===== src/rtl/rr_serial_arbiter_pkg.sv =====
// Shared types and constants for the round-robin serial channel arbiter.
// Holds the FSM state encoding, default parameter values and width helpers.
package rr_arb_pkg;

    typedef enum logic [1:0] {
        IDLE  = 2'b00,
        GRANT = 2'b01,
        GAP   = 2'b10
    } arb_state_e;

    localparam int DEF_NREQ    = 4;
    localparam int DEF_BURST   = 8;
    localparam int DEF_GAP_CYC = 1;
    localparam int GAP_W       = 4;

    function automatic int clog2(input int value);
        int result;
        int rem;
        result = 0;
        rem    = value - 1;
        while (rem > 0) begin
            result = result + 1;
            rem    = rem >> 1;
        end
        return result;
    endfunction

    // Counters still need one bit when the range collapses to a single value.
    function automatic int clog2_min1(input int value);
        return (clog2(value) < 1) ? 1 : clog2(value);
    endfunction

endpackage


===== src/rtl/rr_serial_arbiter_pick.sv =====
// Circular priority picker: first set request at or after ptr_i, wrapping at NREQ.
module rr_pick
    import rr_arb_pkg::*;
#(
    parameter  int NREQ = DEF_NREQ,
    localparam int ID_W = clog2(NREQ)
) (
    input  logic [NREQ-1:0] req_i,
    input  logic [ID_W-1:0] ptr_i,
    output logic            found_o,
    output logic [ID_W-1:0] idx_o
);

    logic hit_s;

    // ptr_i is always below NREQ, so one conditional subtraction wraps any offset.
    function automatic logic [ID_W-1:0] wrap_add(input logic [ID_W-1:0] base, input int off);
        int sum;
        sum = int'(base) + off;
        sum = (sum >= NREQ) ? (sum - NREQ) : sum;
        return sum[ID_W-1:0];
    endfunction

    // Scan offsets 0..NREQ-1 from the pointer and keep the first hit.
    always_comb begin
        found_o = 1'b0;
        idx_o   = '0;
        hit_s   = 1'b0;
        for (int off = 0; off < NREQ; off++) begin
            hit_s   = ~found_o & req_i[wrap_add(ptr_i, off)];
            idx_o   = hit_s ? wrap_add(ptr_i, off) : idx_o;
            found_o = found_o | hit_s;
        end
    end

endmodule


===== src/rtl/rr_serial_arbiter.sv =====
// Round-robin owner of a shared single-bit serial channel: grant, burst of up to
// BURST bits, optional GAP turnaround, then re-arbitrate from the next index.
module rr_serial_arbiter
    import rr_arb_pkg::*;
#(
    parameter  int NREQ    = DEF_NREQ,
    parameter  int BURST   = DEF_BURST,
    parameter  int GAP_CYC = DEF_GAP_CYC,
    localparam int ID_W    = clog2(NREQ),
    localparam int CNT_W   = clog2_min1(BURST)
) (
    input  logic            CLK,
    input  logic            RST,
    input  logic [NREQ-1:0] req,
    input  logic [NREQ-1:0] din,
    output logic [NREQ-1:0] gnt,
    output logic [ID_W-1:0] gnt_id,
    output logic            ser_out,
    output logic            ser_valid,
    output logic            busy
);

    localparam logic [CNT_W-1:0] CNT_LAST = CNT_W'(BURST - 1);
    localparam logic [GAP_W-1:0] GAP_LAST = GAP_W'((GAP_CYC > 0) ? (GAP_CYC - 1) : 0);
    localparam logic [ID_W-1:0]  ID_LAST  = ID_W'(NREQ - 1);
    localparam bit               HAS_GAP  = (GAP_CYC > 0);

    arb_state_e       state_q, state_d;
    logic [CNT_W-1:0] cnt_q, cnt_d;
    logic [GAP_W-1:0] gap_q, gap_d;
    logic [ID_W-1:0]  ptr_q, ptr_d;
    logic [ID_W-1:0]  gnt_id_q, gnt_id_d;
    logic [NREQ-1:0]  gnt_q, gnt_d;

    logic             pick_found_s;
    logic [ID_W-1:0]  pick_idx_s;
    logic             owner_req_s;
    logic [ID_W-1:0]  ptr_next_s;

    rr_pick #(
        .NREQ (NREQ)
    ) u_pick (
        .req_i   (req),
        .ptr_i   (ptr_q),
        .found_o (pick_found_s),
        .idx_o   (pick_idx_s)
    );

    // Owner's live request and the pointer slot just after the owner.
    always_comb begin
        owner_req_s = req[gnt_id_q];
        ptr_next_s  = (gnt_id_q == ID_LAST) ? '0 : (gnt_id_q + ID_W'(1));
    end

    // Next-state logic; other requesters are never looked at outside IDLE.
    always_comb begin
        state_d  = state_q;
        cnt_d    = cnt_q;
        gap_d    = gap_q;
        ptr_d    = ptr_q;
        gnt_d    = gnt_q;
        gnt_id_d = gnt_id_q;
        case (state_q)
            IDLE: begin
                if (pick_found_s) begin
                    state_d  = GRANT;
                    gnt_d    = NREQ'(1) << pick_idx_s;
                    gnt_id_d = pick_idx_s;
                    cnt_d    = '0;
                end else begin
                    state_d  = IDLE;
                end
            end
            GRANT: begin
                // A dropped request ends the grant even on what would be the last bit.
                if (!owner_req_s || (cnt_q == CNT_LAST)) begin
                    state_d  = HAS_GAP ? GAP : IDLE;
                    ptr_d    = ptr_next_s;
                    gnt_d    = '0;
                    gnt_id_d = '0;
                    cnt_d    = '0;
                    gap_d    = '0;
                end else begin
                    cnt_d    = cnt_q + CNT_W'(1);
                end
            end
            GAP: begin
                if (gap_q == GAP_LAST) begin
                    state_d = IDLE;
                end else begin
                    gap_d   = gap_q + GAP_W'(1);
                end
            end
            default: begin
                state_d  = IDLE;
                cnt_d    = '0;
                gap_d    = '0;
                gnt_d    = '0;
                gnt_id_d = '0;
            end
        endcase
    end

    // State, counter, pointer and grant registers.
    always_ff @(posedge CLK or negedge RST) begin
        if (!RST) begin
            state_q  <= IDLE;
            cnt_q    <= '0;
            gap_q    <= '0;
            ptr_q    <= '0;
            gnt_q    <= '0;
            gnt_id_q <= '0;
        end else begin
            state_q  <= state_d;
            cnt_q    <= cnt_d;
            gap_q    <= gap_d;
            ptr_q    <= ptr_d;
            gnt_q    <= gnt_d;
            gnt_id_q <= gnt_id_d;
        end
    end

    assign gnt       = gnt_q;
    assign gnt_id    = gnt_id_q;
    assign busy      = (state_q != IDLE);
    assign ser_valid = (state_q == GRANT) & owner_req_s;
    assign ser_out   = din[gnt_id_q] & ser_valid;

endmodule


===== config.mk =====
export PLATFORM = sky130hd
export DESIGN_NAME = rr_serial_arbiter
export DESIGN_NICKNAME = d
export VERILOG_FILES = /design/src/rtl/rr_serial_arbiter_pkg.sv /design/src/rtl/rr_serial_arbiter_pick.sv /design/src/rtl/rr_serial_arbiter.sv
export SDC_FILE = /design/constraint.sdc
export NUM_CORES = 1
export LEC_CHECK = 0
export CELL_PAD_IN_SITES_DETAIL_PLACEMENT = 0
export CELL_PAD_IN_SITES_GLOBAL_PLACEMENT = 1
export CORE_ASPECT_RATIO = 1.5
export CORE_UTILIZATION = 39
export DETAILED_ROUTE_END_ITERATION = 8
export GPL_ROUTABILITY_DRIVEN = 0
export PLACE_DENSITY = 0.88
export SLEW_MARGIN = 20
export SYNTH_ARGS = -nofsm -noshare
export SYNTH_HDL_FRONTEND = slang
export SYNTH_HIERARCHICAL = 1
export SYNTH_SLANG_ARGS = --single-unit

===== constraint.sdc =====
create_clock -name CLK -period 2.25 [get_ports CLK]
set_input_delay 0.3375 -clock CLK [delete_from_list [all_inputs] [get_ports CLK]]
set_output_delay 0.3375 -clock CLK [all_outputs]
set_load 0.005 [all_outputs]

[Word level (Yosys, flattened, before mapping)]
Cells that the tools add are included.
Operators by class
  $lt $le $gt $ge: 9
  equal/unequal tests: 8
  reduce and logical (&&, ||, !) cells: 10
  mux-type cells: 36
  add/subtract/negate cells: 10
  shift-type cells: 1
  bitwise logic cells: 13
Operators with widths (count)
  $mux 2: 13
  $pmux 4 s3: 2
  $lt 2x3->1 const B: 5
  $bmux 1 s2: 6
  $mux 4: 3
  $pmux 2 s3: 2
  $ge 3x3->1 const B: 3
  $pmux 3 s3: 1
  $ne 2x2->1 const B: 4
  $sub 2x1->2 const B: 4
  $mux 1: 7
  $add 2x2->3 const B: 2
  $mux 3: 2
  $reduce_and 2->1: 3
  $reduce_and 3->1: 2
  $and 1x1->1: 5
  $not 1->1: 5
  $add 4x1->4 const B: 1
  $eq 2x2->1 const B: 2
  $logic_not 4->1: 1
  $shl 1x2->4 const A: 1
  $add 2x1->3 const B: 1
  $add 3x1->3 const B: 1
  $eq 3x3->1 const B: 1
  other kinds (8): 10
Word-level totals
  output and inout port bits: 9
  logic and storage cells: 93
  flip-flop bits (word level): 17

[Longest topological paths before layout]
  depth in word-level cells: 16
  gate-level depth with buffers: 6
  gate-level depth less buffers: 6

[Modules after synthesis]
Netlist, hierarchy kept.
Modules (own cells, without submodules)
  rr_serial_arbiter: cells an instance 76, instances 1, area each 900.9 um^2
  rr_pick: cells an instance 15, instances 1, area each 81.3 um^2

[Least setup slack after synthesis]
Ideal clock, no wire load.
  kind: reg2reg
  start point: register gnt_id_q[0] (netlist: gnt_id[0])
  end point: register gnt_q[0] (netlist: gnt[0])
  clock period less this slack: 1838 ps
  cell stages (with the launch flop): 5
  arrival time: 1713 ps
  buffers on the path: 0
  data required time: 2125 ps
  setup slack: 412 ps
  cell sequence: dfrtp_1 > mux4_1 > nor3b_4 > nor2_4 > mux2_2
On the way
  longest elaborated chain between the ends: 6
Ends and longest elaborated chain
  from (decl): line rr_serial_arbiter.sv:32  | logic [ID_W-1:0] gnt_id_q, gnt_id_d;
  from (signal assigned): line rr_serial_arbiter.sv:119  | gnt_id_q <= gnt_id_d;
  $bmux 1 s2: line rr_serial_arbiter.sv:51  | owner_req_s = req[gnt_id_q];
  $mux 1 (implied by the code): line rr_serial_arbiter.sv:51
  $logic_not 1->1: line rr_serial_arbiter.sv:76  | if (!owner_req_s || (cnt_q == CNT_LAST)) begin
  $logic_or 1x1->1: line rr_serial_arbiter.sv:76
  $ne 2x2->1 (no source line)
  $reduce_and 3->1 (no source line)
  to (signal assigned): line rr_serial_arbiter.sv:118  | gnt_q <= gnt_d;
  to (decl): line rr_serial_arbiter.sv:33  | logic [NREQ-1:0] gnt_q, gnt_d;
No other way between the ends. The select of a mux whose other input is x is not followed.
A chain may end at the register's enable or synchronous reset.

[Final worst setup path]
  start point: input port req[2]
  end point: output port ser_valid
On the way
  longest elaborated chain between the ends: 3
Ends and longest elaborated chain
  from (decl): line rr_serial_arbiter.sv:14  | input logic [NREQ-1:0] req,
  $bmux 1 s2: line rr_serial_arbiter.sv:51
  $mux 1 (implied by the code): line rr_serial_arbiter.sv:51
  $and 1x1->1: line rr_serial_arbiter.sv:126  | assign ser_valid = (state_q == GRANT) & owner_req_s;
  to (decl): line rr_serial_arbiter.sv:19  | output logic ser_valid,
No other way between the ends. The select of a mux whose other input is x is not followed.

==> reports/metrics.cfg <==
[clock_tree]
cts_root_buf=clkbuf_4
clkSlewWorstSetupHoldPaths_ps=100
htreeDepth=1
cts-buffers-inserted=3
ctsHoldBuffers=0
cts.sinks=17
cts_tree=yes
clk_path_buf_depth=2
clkLatencyLatePin_ps=300

[detailed_routing]
avgViaCountPerCell=5.51
vias=793
drtAntennaViolNets=0
drtIter0Drc=14
drc=0
first_pass_iters=4
detail_route.wl_per_cell_um=13.9
wl_um=2010

[timing]
relSlewSlack_pct=47.1
tightestPinTransition_ps=790
rsz0062_at_grt=no
drv_slew=0
clock.fmax_mhz=453
fin_ws_ps=43.3
fin_crit_sh_pct=98.1
skew_ps=12.3
setup_viol=0
finalCriticalPeriod_ps=2210
hold_violations=0

[finish]
drive_gt1_share_pct=22.3
stdcell_count=144
final_cell_mix=17 x dfrtp_1, 15 x clkdlybuf4s50_1, 9 x inv_1, 9 x mux2_2, 9 x buf_4
mostFrequentLayoutCell=dfrtp_1
n_antenna_cell=0
fin_nets=137
final_area_um2=1280
area_delta_synth_final_pct=30.6

[power_and_ir_drop]
power_switching_share_pct=35.0
p_comb_share_pct=51.8
switchingPower_mw=0.464
ir_worst_vdd_uv=692
p_leak_nw=0.613
clockPowerShare_pct=12.4
power_mw=1.33
p_int_mw=0.861
power_frac_seq_pct=35.8
power_density_nw_per_um2=1030

[hold_path]
min_path_type=in2async

[logic_synthesis]
synth_top_cell_area_share_pct=43.3
synthCells=91
synth-main-ff-cell=dfrtp_1
ys_seq_area_share_pct=43.3
synth_top_cell_by_area=dfrtp_1
synth_edf_count=0
yosysUniqueCellTypes=28
mappedNetlistArea_um2=982
ys_ff_latch=17
yosys-top-cells-area=dfrtp_1 43%, mux2_2 10%, ha_1 6.4%
synth_nets=106
synth_warnings=6
postSynthAreaPerCell_um2=10.8
synthArstFlopShare_pct=100

[placed_design]
dpl-instance-area_um2=1250
dp_cells=140
hpwl_um=1570
pre_cts_ws_ps=-152
portBuffers=18

[critical_path]
cp_common_cell=clkdlybuf4s50_1
cpMaxStageDelayCell=mux4_2
endpoint_kind=output pin
path_max_fanout=2
path_class=in2out
critPathMaxStageDelay_ps=480
crit_family=buffers and inverters
startpoint_type=primary input
path_buf_inv=2
crit_chain=clkdlybuf4s50_1 > mux4_2 > and3_4 > clkdlybuf4s50_1
arrival_ps=1870
required_ps=1910

[global_routing]
overflow=0
antenna_found_initial=0
grt_max_degree=18
grt_usage_pct=16.8
grt_first_pass_wirelength_um=3470
grt_pass1_vias=814

[floorplanning]
fp-row-count=21
die_x_um=43.0
die_y_um=63.5
core_um2=2310
start_util_pct=42.5
die-area_um2=2730
ios=19

[flow_run]
cap_viol_max_count=0

[status]
run_status=finished, final reports clean

## Yosys cell counts, types with 2 or more instances
master    number
nand2b_1       3
a21oi_1        6
nor2_1         5
dfrtp_1       17
nand2_1        2
inv_1          9
a22o_1         3
o21ai_0        7
nand3_1        2
nor2b_1        3
mux2_2         9
and2_1         3
and3_1         2
mux4_1         2
ha_1           5
## through the flow
step	utilization, %	setup TNS [ps]	hold slack, ps
after floorplan	-	0	41.9
after global placement	54.3	-256	489
after detailed placement	54.3	-374	494
after CTS	55.2	0	512
after global routing	55.5	0	547
final	55.5	0	486
## logic make-up (layout without fill, tap and decap cells)
family,count (synthesis),in the layout,share of synthesized area [%]
muxes,11,11,15.7
buffers and inverters,10,40,3.82
and+or+nand+nor,27,27,17.1
DFF,17,17,43.3
AOI/OAI and AO/OA,21,21,13.8
adders and majority gates,5,5,6.37
## power groups by stage
stage | Clock (mW) | Sequential (mW) | Combinational (mW)
global route | 0.185 | 0.489 | 0.749
global placement | 0 | 0.476 | 0.670
floorplan | 0 | 0.451 | 0.410
finish | 0.164 | 0.474 | 0.686
CTS | 0.172 | 0.475 | 0.696
detailed placement | 0 | 0.478 | 0.683
## registers in the layout, indices dropped and copies added, names as in the netlist
signal and cells:
cnt_q 3, state_q 2, ptr_q 2, gap_q 4, gnt 4, gnt_id 2
## timing repair
item / CTS / global route
resized for setup: 4 / 2
cloned: 0 / 0
buffers inserted: 0 / 0
setup endpoints to repair: 2 / 1
## final cells by class
type                    instances  area (um^2)
multi-input cells              64          517
flip-flops and latches         17          425
fillers                       217         1030
inverters                       9         33.8
clock buffers                   4         26.3
well taps                      23         28.8
repair buffers                 27          251
## final timing paths
kind	start	end	slack, ps	cells after the start
max	req[2]	ser_valid	40	4
min	RST	gap_q[3]	490	1
max reg2reg	gnt_id[0]	gnt[3]	360	5
min reg2reg	gnt[0]	gnt[0]	520	1
max in group asynchronous	RST	gnt[3]	1250	1
min in group CLK	gnt[0]	gnt[0]	520	1
## routing by layer
metal / track usage [%] / vias to the layer above / part of all wire [%]
li1: - / 386 / -
met1: 19.9 / 381 / 41
met2: 29.4 / 24 / 54
met3: 2.58 / 2 / 3.9
met4: 6.82 / 0 / 0.50
met5: 0 / - / 0
(Power assumes the default switching activity.)
